[src/rtl/conv_pkg.sv]
// rtl/conv_pkg.sv - shared encodings and width helper for the convolution/gradient engine
// Contents: mode encodings, FSM state encoding, accumulator width helper.
package conv_pkg;

    localparam int N_MIN = 2;
    localparam int N_MAX = 7;

    typedef enum logic [1:0] {
        MODE_SINGLE = 2'b00,
        MODE_CLAMP  = 2'b01,
        MODE_TRANSP = 2'b10,
        MODE_EXPL   = 2'b11
    } mode_e;

    typedef enum logic [1:0] {
        IDLE  = 2'b00,
        RUN   = 2'b01,
        FINAL = 2'b10,
        DONE  = 2'b11
    } state_e;

    // Wide enough that N*N full-scale products can never overflow.
    function automatic int acc_w(input int pix_w, input int coef_w, input int n);
        return pix_w + coef_w + $clog2(n * n) + 1;
    endfunction

endpackage

[src/rtl/conv_grad_engine_if.sv]
// rtl/conv_grad_engine_if.sv - control/operand/result bundle of the convolution/gradient engine
// Signals: start, mode[1:0], window, kernel_a, kernel_b, shift[3:0] (master drives);
//          busy, done_o, result[3*OUT_W-1:0] = {mag, g2, g1} (slave drives).
interface conv_grad_engine_if #(
    parameter int N      = 5,
    parameter int PIX_W  = 8,
    parameter int COEF_W = 8,
    parameter int OUT_W  = 8
);
    logic                      start;
    logic [1:0]                mode;
    logic [N*N*PIX_W-1:0]      window;
    logic [N*N*COEF_W-1:0]     kernel_a;
    logic [N*N*COEF_W-1:0]     kernel_b;
    logic [3:0]                shift;
    logic                      busy;
    logic                      done_o;
    logic [3*OUT_W-1:0]        result;

    modport master (
        output start, mode, window, kernel_a, kernel_b, shift,
        input  busy, done_o, result
    );

    modport slave (
        input  start, mode, window, kernel_a, kernel_b, shift,
        output busy, done_o, result
    );
endinterface

[src/rtl/conv_sat_abs.sv]
// rtl/conv_sat_abs.sv - absolute value with optional negative clamp and unsigned saturation
// Ports: acc_i (signed ACC_W) in, clamp_i in (negative input -> 0), sat_o (unsigned OUT_W) out.
module conv_sat_abs #(
    parameter int ACC_W = 22,
    parameter int OUT_W = 8
) (
    input  logic signed [ACC_W-1:0] acc_i,
    input  logic                    clamp_i,
    output logic        [OUT_W-1:0] sat_o
);
    logic             neg;
    logic [ACC_W-1:0] mag;

    assign neg = acc_i[ACC_W-1];
    // The most negative ACC_W value is unreachable, so negation never wraps.
    assign mag = neg ? $unsigned(-acc_i) : $unsigned(acc_i);

    always_comb begin
        sat_o = mag[OUT_W-1:0];
        if (neg && clamp_i) begin
            sat_o = '0;
        end else if (|mag[ACC_W-1:OUT_W]) begin
            sat_o = '1;
        end
    end
endmodule

[src/rtl/conv_grad_engine.sv]
// rtl/conv_grad_engine.sv - serial NxN convolution/gradient engine with saturated magnitude
// Ports: clk, reset (async, active high), bus (conv_grad_engine_if.slave).
// Optional: define NORM_SHIFT_EN to arithmetic-right-shift both accumulators by the latched shift.
module conv_grad_engine
    import conv_pkg::*;
#(
    parameter int N      = 5,
    parameter int PIX_W  = 8,
    parameter int COEF_W = 8,
    parameter int OUT_W  = 8
) (
    input  logic                 clk,
    input  logic                 reset,
    conv_grad_engine_if.slave    bus
);
    localparam int NE     = N * N;
    localparam int ACC_W  = acc_w(PIX_W, COEF_W, N);
    localparam int IDX_W  = $clog2(NE);
    localparam int PROD_W = PIX_W + 1 + COEF_W;
    localparam logic [IDX_W-1:0] LAST_IDX = IDX_W'(NE - 1);

    state_e                    state_q;
    mode_e                     mode_q;
    logic                      start_q;
    logic                      busy_q;
    logic                      done_q;
    logic [3*OUT_W-1:0]        result_q;
    logic [IDX_W-1:0]          idx_q;
    logic [NE*PIX_W-1:0]       win_q;
    logic [NE*COEF_W-1:0]      ka_q;
    logic [NE*COEF_W-1:0]      kb_q;
    logic signed [ACC_W-1:0]   acc1_q;
    logic signed [ACC_W-1:0]   acc2_q;

    // Transposed copy of kernel_a: element (r,c) comes from (c,r).
    logic [NE*COEF_W-1:0] ka_t;
    for (genvar r = 0; r < N; r++) begin : g_row
        for (genvar c = 0; c < N; c++) begin : g_col
            assign ka_t[(r*N+c)*COEF_W +: COEF_W] = bus.kernel_a[(c*N+r)*COEF_W +: COEF_W];
        end
    end

    // Second kernel chosen at launch; in single-kernel modes it only feeds an ignored accumulator.
    logic [NE*COEF_W-1:0] kb_sel;
    always_comb begin
        kb_sel = bus.kernel_a;
        if (bus.mode == MODE_EXPL) begin
            kb_sel = bus.kernel_b;
        end else if (bus.mode == MODE_TRANSP) begin
            kb_sel = ka_t;
        end
    end

    // One shared MAC per kernel, one element per cycle.
    logic        [PIX_W-1:0]  pix_cur;
    logic signed [PIX_W:0]    pix_s;
    logic signed [COEF_W-1:0] ka_cur;
    logic signed [COEF_W-1:0] kb_cur;
    logic signed [PROD_W-1:0] prod1;
    logic signed [PROD_W-1:0] prod2;

    assign pix_cur = win_q[idx_q*PIX_W +: PIX_W];
    assign ka_cur  = ka_q[idx_q*COEF_W +: COEF_W];
    assign kb_cur  = kb_q[idx_q*COEF_W +: COEF_W];
    assign pix_s   = {1'b0, pix_cur};
    assign prod1   = pix_s * ka_cur;
    assign prod2   = pix_s * kb_cur;

    logic signed [ACC_W-1:0] acc1_sh;
    logic signed [ACC_W-1:0] acc2_sh;

`ifdef NORM_SHIFT_EN
    logic [3:0] shift_q;
    assign acc1_sh = acc1_q >>> shift_q;
    assign acc2_sh = acc2_q >>> shift_q;
`else
    logic unused_shift;
    assign unused_shift = ^bus.shift;
    assign acc1_sh = acc1_q;
    assign acc2_sh = acc2_q;
`endif

    logic [OUT_W-1:0] g1;
    logic [OUT_W-1:0] g2_raw;

    conv_sat_abs #(.ACC_W(ACC_W), .OUT_W(OUT_W)) u_sat1 (
        .acc_i   (acc1_sh),
        .clamp_i (mode_q == MODE_CLAMP),
        .sat_o   (g1)
    );

    conv_sat_abs #(.ACC_W(ACC_W), .OUT_W(OUT_W)) u_sat2 (
        .acc_i   (acc2_sh),
        .clamp_i (1'b0),
        .sat_o   (g2_raw)
    );

    // Dual-kernel modes have mode bit 1 set.
    logic               dual;
    logic [OUT_W-1:0]   g2_d;
    logic [OUT_W:0]     sum_d;
    logic [OUT_W-1:0]   mag_d;
    logic [3*OUT_W-1:0] result_d;

    assign dual     = mode_q[1];
    assign g2_d     = dual ? g2_raw : '0;
    assign sum_d    = {1'b0, g1} + {1'b0, g2_d};
    assign mag_d    = !dual ? g1 : (sum_d[OUT_W] ? '1 : sum_d[OUT_W-1:0]);
    assign result_d = {mag_d, g2_d, g1};

    always_ff @(posedge clk or posedge reset) begin
        if (reset) begin
            state_q  <= IDLE;
            mode_q   <= MODE_SINGLE;
            start_q  <= 1'b0;
            busy_q   <= 1'b0;
            done_q   <= 1'b0;
            result_q <= '0;
            idx_q    <= '0;
            win_q    <= '0;
            ka_q     <= '0;
            kb_q     <= '0;
            acc1_q   <= '0;
            acc2_q   <= '0;
`ifdef NORM_SHIFT_EN
            shift_q  <= '0;
`endif
        end else begin
            start_q <= bus.start;
            done_q  <= 1'b0;
            case (state_q)
                IDLE: begin
                    if (bus.start && !start_q) begin
                        win_q   <= bus.window;
                        ka_q    <= bus.kernel_a;
                        kb_q    <= kb_sel;
                        mode_q  <= mode_e'(bus.mode);
`ifdef NORM_SHIFT_EN
                        shift_q <= bus.shift;
`endif
                        acc1_q  <= '0;
                        acc2_q  <= '0;
                        idx_q   <= '0;
                        busy_q  <= 1'b1;
                        state_q <= RUN;
                    end
                end
                RUN: begin
                    acc1_q <= acc1_q + ACC_W'(prod1);
                    acc2_q <= acc2_q + ACC_W'(prod2);
                    if (idx_q == LAST_IDX) begin
                        state_q <= FINAL;
                    end else begin
                        idx_q <= idx_q + 1'b1;
                    end
                end
                FINAL: begin
                    result_q <= result_d;
                    state_q  <= DONE;
                end
                DONE: begin
                    done_q  <= 1'b1;
                    busy_q  <= 1'b0;
                    state_q <= IDLE;
                end
                default: state_q <= IDLE;
            endcase
        end
    end

    assign bus.busy   = busy_q;
    assign bus.done_o = done_q;
    assign bus.result = result_q;

endmodule

[src/flat_wrapper.sv]
// flat-port wrapper written by rule: the top's interface ports become plain ports
module conv_grad_engine_flat import conv_pkg::*;
#(
    parameter int N      = 5,
    parameter int PIX_W  = 8,
    parameter int COEF_W = 8,
    parameter int OUT_W  = 8
)
  (clk, reset, bus_start, bus_mode, bus_window, bus_kernel_a, bus_kernel_b, bus_shift, bus_busy, bus_done_o, bus_result);
  conv_grad_engine_if #(.N(N), .PIX_W(PIX_W), .COEF_W(COEF_W), .OUT_W(OUT_W)) bus_i ();
  input  logic clk;
  input  logic reset;
  input wire logic [$bits(bus_i.start)-1:0] bus_start;
  input wire logic [$bits(bus_i.mode)-1:0] bus_mode;
  input wire logic [$bits(bus_i.window)-1:0] bus_window;
  input wire logic [$bits(bus_i.kernel_a)-1:0] bus_kernel_a;
  input wire logic [$bits(bus_i.kernel_b)-1:0] bus_kernel_b;
  input wire logic [$bits(bus_i.shift)-1:0] bus_shift;
  output wire logic [$bits(bus_i.busy)-1:0] bus_busy;
  output wire logic [$bits(bus_i.done_o)-1:0] bus_done_o;
  output wire logic [$bits(bus_i.result)-1:0] bus_result;
  assign bus_i.start = bus_start;
  assign bus_i.mode = bus_mode;
  assign bus_i.window = bus_window;
  assign bus_i.kernel_a = bus_kernel_a;
  assign bus_i.kernel_b = bus_kernel_b;
  assign bus_i.shift = bus_shift;
  assign bus_busy = bus_i.busy;
  assign bus_done_o = bus_i.done_o;
  assign bus_result = bus_i.result;
  conv_grad_engine #(.N(N), .PIX_W(PIX_W), .COEF_W(COEF_W), .OUT_W(OUT_W)) u_core (.clk(clk), .reset(reset), .bus(bus_i));
endmodule
[config.mk]
export PLATFORM = sky130hd
export DESIGN_NAME = conv_grad_engine_flat
export DESIGN_NICKNAME = d
export VERILOG_FILES = /design/src/rtl/conv_pkg.sv /design/src/rtl/conv_grad_engine_if.sv /design/src/rtl/conv_sat_abs.sv /design/src/rtl/conv_grad_engine.sv /design/src/flat_wrapper.sv
export SDC_FILE = /design/constraint.sdc
export NUM_CORES = 2
export LEC_CHECK = 0
export CORE_ASPECT_RATIO = 0.6
export CORE_MARGIN = 2
export CORE_UTILIZATION = 32
export CTS_CLUSTER_DIAMETER = 120
export DETAILED_ROUTE_END_ITERATION = 8
export GPL_TIMING_DRIVEN = 0
export PLACE_DENSITY = 0.64
export SLEW_MARGIN = 15
export SYNTH_ARGS = -nofsm -noshare
export SYNTH_HDL_FRONTEND = slang
export SYNTH_SLANG_ARGS = --single-unit
[constraint.sdc]
create_clock -name clk -period 32.6 [get_ports clk]
set_input_delay 6.52 -clock clk [delete_from_list [all_inputs] [get_ports clk]]
set_output_delay 6.52 -clock clk [all_outputs]
set_load 0.1 [all_outputs]
==> impl_metrics.yaml <==
logic_synthesis:
  ys_seq_area_share_pct: 41.73
  ys_warn_count: 0
  async_flop_share_pct: 100.0
  synth_nets: 5262
  synth_area_leaders: "dfrtp_1, nand2_1, mux4_2"
  yosysUniqueCellTypes: 71
  synth_flop_cell: "dfrtp_1"
  postSynthAreaPerCell_sq_um: 9.274
  syn-instance-count: 4397
  syn_area_sq_um: 40780
  yosys_register_bits: 680
  synth-edff-count: 0
  synth.largest_area_cell: "dfrtp_1"
  yosysTopAreaCellShare_pct: 41.73
clocking:
  numCtsBuffers: 70
  cts_max_path_buffers: 3
  cts_sinks: 680
  root_buffer: "clkbuf_16"
  cts.htree.levels: 3
  post_cts_buffers: 0
  clk-insertion-delay-late_ps: 680
  clk_pin_slew_ps: 70
  cts_hold_buf: 0
  cts_tree: "built"
  cts_resized: 0
routing:
  routed-via-count: 38070
  drc: 0
  drtIter0Drc: 4932
  wl_per_cell_microns: 28.07
  wirelength_microns: 192900
  firstDrtPassIters: 6
  ant_nets: 0
  via_per_inst: 5.538
global_route:
  antenna_found_initial: 27
  grt.total_usage_pct: 29.28
  use_met1_pct: 40.78
  groute.layer.met3.usage_pct: 11.25
  grt_pass1_vias: 37150
  grt_max_degree: 112
  grtUsageMet2_pct: 41.49
  busiest_layer: "met2"
  grt-ovfl-total: 0
  grt_pass1_wl_microns: 273200
die:
  boundaryPins: 635
  start_util_pct: 32.24
  rows: 101
  design.core.area_sq_um: 126500
  dieArea_sq_um: 130400
  die_x_microns: 464.8
  chipHeight_microns: 280.5
setup_path:
  slowest_delay_ps: 940
  critPathMaxFanout: 10
  end_kind: "register"
  start_kind: "register"
  required_ps: 33140
  path_cells: "clkbuf_1, clkbuf_1, clkbuf_1, mux4_2, mux2i_1, o21ai_0, mux2i_1, nor2_1, fa_1, inv_1, fa_1, inv_1, fa_1, fa_1, fa_1, ha_1, o31ai_1, a21boi_0, o2111ai_1, a31oi_1, o211a_1, or3_1, a32o_1"
  rrSetupSlack_ps: 22150
  crit_buf_inv: 5
  worstPathArrival_ps: 10990
  cp_common_cell: "fa_1"
  crit_path_top_delay_cell: "mux2i_1"
  critPathTopFamily: "adder cells"
  worstSetupPathType: "register to register"
sta:
  rsz0062_at_grt: "no"
  finalHoldViolCount: 0
  tightest_slew_ps: 1314
  maxSlewViolCount: 0
  post-route-min-period_ps: 10450
  timing.fmax_mhz: 95.70
  finClkSkew_ps: 26.65
  worst_slack_ps: 22150
  post-route-period-util_pct: 32.05
  fin_setup_tns_ps: 0
  setup_violations: 0
  slew_headroom_pct: 12.39
layout:
  nets: 5971
  layout_common_cells: "nand2_1, dfrtp_1, clkdlybuf4s50_1"
  syn2layout_area_growth_pct: 27.26
  drive_above_1_share_pct: 7.230
  layout_commonest_cell: "nand2_1"
min_path:
  hold_path.class: "register to register"
status:
  status: "completed"
place:
  dp_hpwl_microns: 156600
  place_congestion: 1.060
  dp_worst_setup_slack_ps: 21840
  io_buffers: 628
job:
  drv_cap: 0
[per-layer routing]
metal	vias up	wire, microns
met2	2491	79570
li1	16170	-
met3	305	26720
met1	19100	80440
met4	8	6143
met5	-	48
[synthesized netlist by cell type (all sizes together) (3+ instances only)]
cell type / n
nand4: 9
nand3: 20
mux2i: 244
mux4: 168
o2bb2ai: 8
clkbuf: 197
o22ai: 4
nor2: 108
nand2b: 29
ha: 152
buf: 72
or3: 12
o2111ai: 6
dfrtp: 680
a211o: 3
mux2: 23
a21o: 9
o211ai: 7
xnor2: 33
and3: 10
nor3: 21
a211oi: 4
and2: 12
a32oi: 3
a21oi: 28
a21boi: 14
or2: 15
nand3b: 4
inv: 164
o21a: 7
a221o: 3
o31ai: 10
o32a: 3
o21ai: 444
xor2: 17
a32o: 6
a31oi: 12
nand2: 1658
nor2b: 24
fa: 104
a22o: 14
o41ai: 4
nor4: 8
[logic make-up after synthesis]
kind of cell	Yosys count	share of synthesized area, %
AND/OR/NAND/NOR	1941	18.99
flip-flops	680	41.73
AO/OA/AOI/OAI	602	8.490
multiplexers	435	15.91
buffers and inverters	433	4.032
adder cells (fa/ha/maj)	256	9.770
XOR/XNOR	50	1.074
[area by class of cell]
cell class | count | area [sq um]
flip-flops and latches | 680 | 17020
multi-input cells | 3284 | 22120
repair buffers | 637 | 6499
plain buffers | 269 | 1046
diodes | 16 | 40.04
clock inverters | 31 | 442.9
well taps | 1699 | 2126
clock buffers | 94 | 1976
inverters | 164 | 623.1
fillers | 12540 | 74610
[state kept, by name (all words and copies together), names as in the netlist]
name and count:
u_core.start_q 1, u_core.ka_q 200, u_core.bus.done_o 1, u_core.bus.result 24, u_core.idx_q 5, u_core.win_q 200
u_core.acc2_q 22, u_core.mode_q 2, u_core.state_q 2, u_core.kb_q 200, u_core.bus.busy 1, u_core.acc1_q 22
[stage by stage]
| step | cells | area (sq um) | util (%) | hold WS [ps] |
|---|---|---|---|---|
| after floorplan | 4397 | 40780 | - | 440.3 |
| after global placement | 6724 | 49190 | 38.88 | 451.8 |
| after detailed placement | 6732 | 49410 | 39.06 | 460.0 |
| after CTS | 6857 | 51830 | 40.97 | 475.2 |
| after global routing | 6864 | 51870 | 41.00 | 490.1 |
| final | 6874 | 51890 | 41.02 | 471.3 |
[worst min-delay path: stages, from the launching register on]
cell	delay [ps]
dfrtp_1	340
nand2_1	50
nand2_1	50
[final timing paths]
| kind | startpoint | endpoint | cells after the start |
|---|---|---|---|
| worst min-delay path | u_core.win_q[84] | u_core.win_q[84] | 2 |
| worst max-delay path | u_core.idx_q[1] | u_core.acc2_q[20] | 23 |
| min in group asynchronous | reset | u_core.ka_q[69] | 2 |
| worst max register to register | u_core.idx_q[1] | u_core.acc2_q[20] | 23 |
| max in group asynchronous | reset | u_core.win_q[162] | 5 |
| worst min register to register | u_core.win_q[84] | u_core.win_q[84] | 2 |
Power is left out: the tool's default activity adds up to more than one toggle a clock period on the data nets, which glitch-free logic cannot reach.
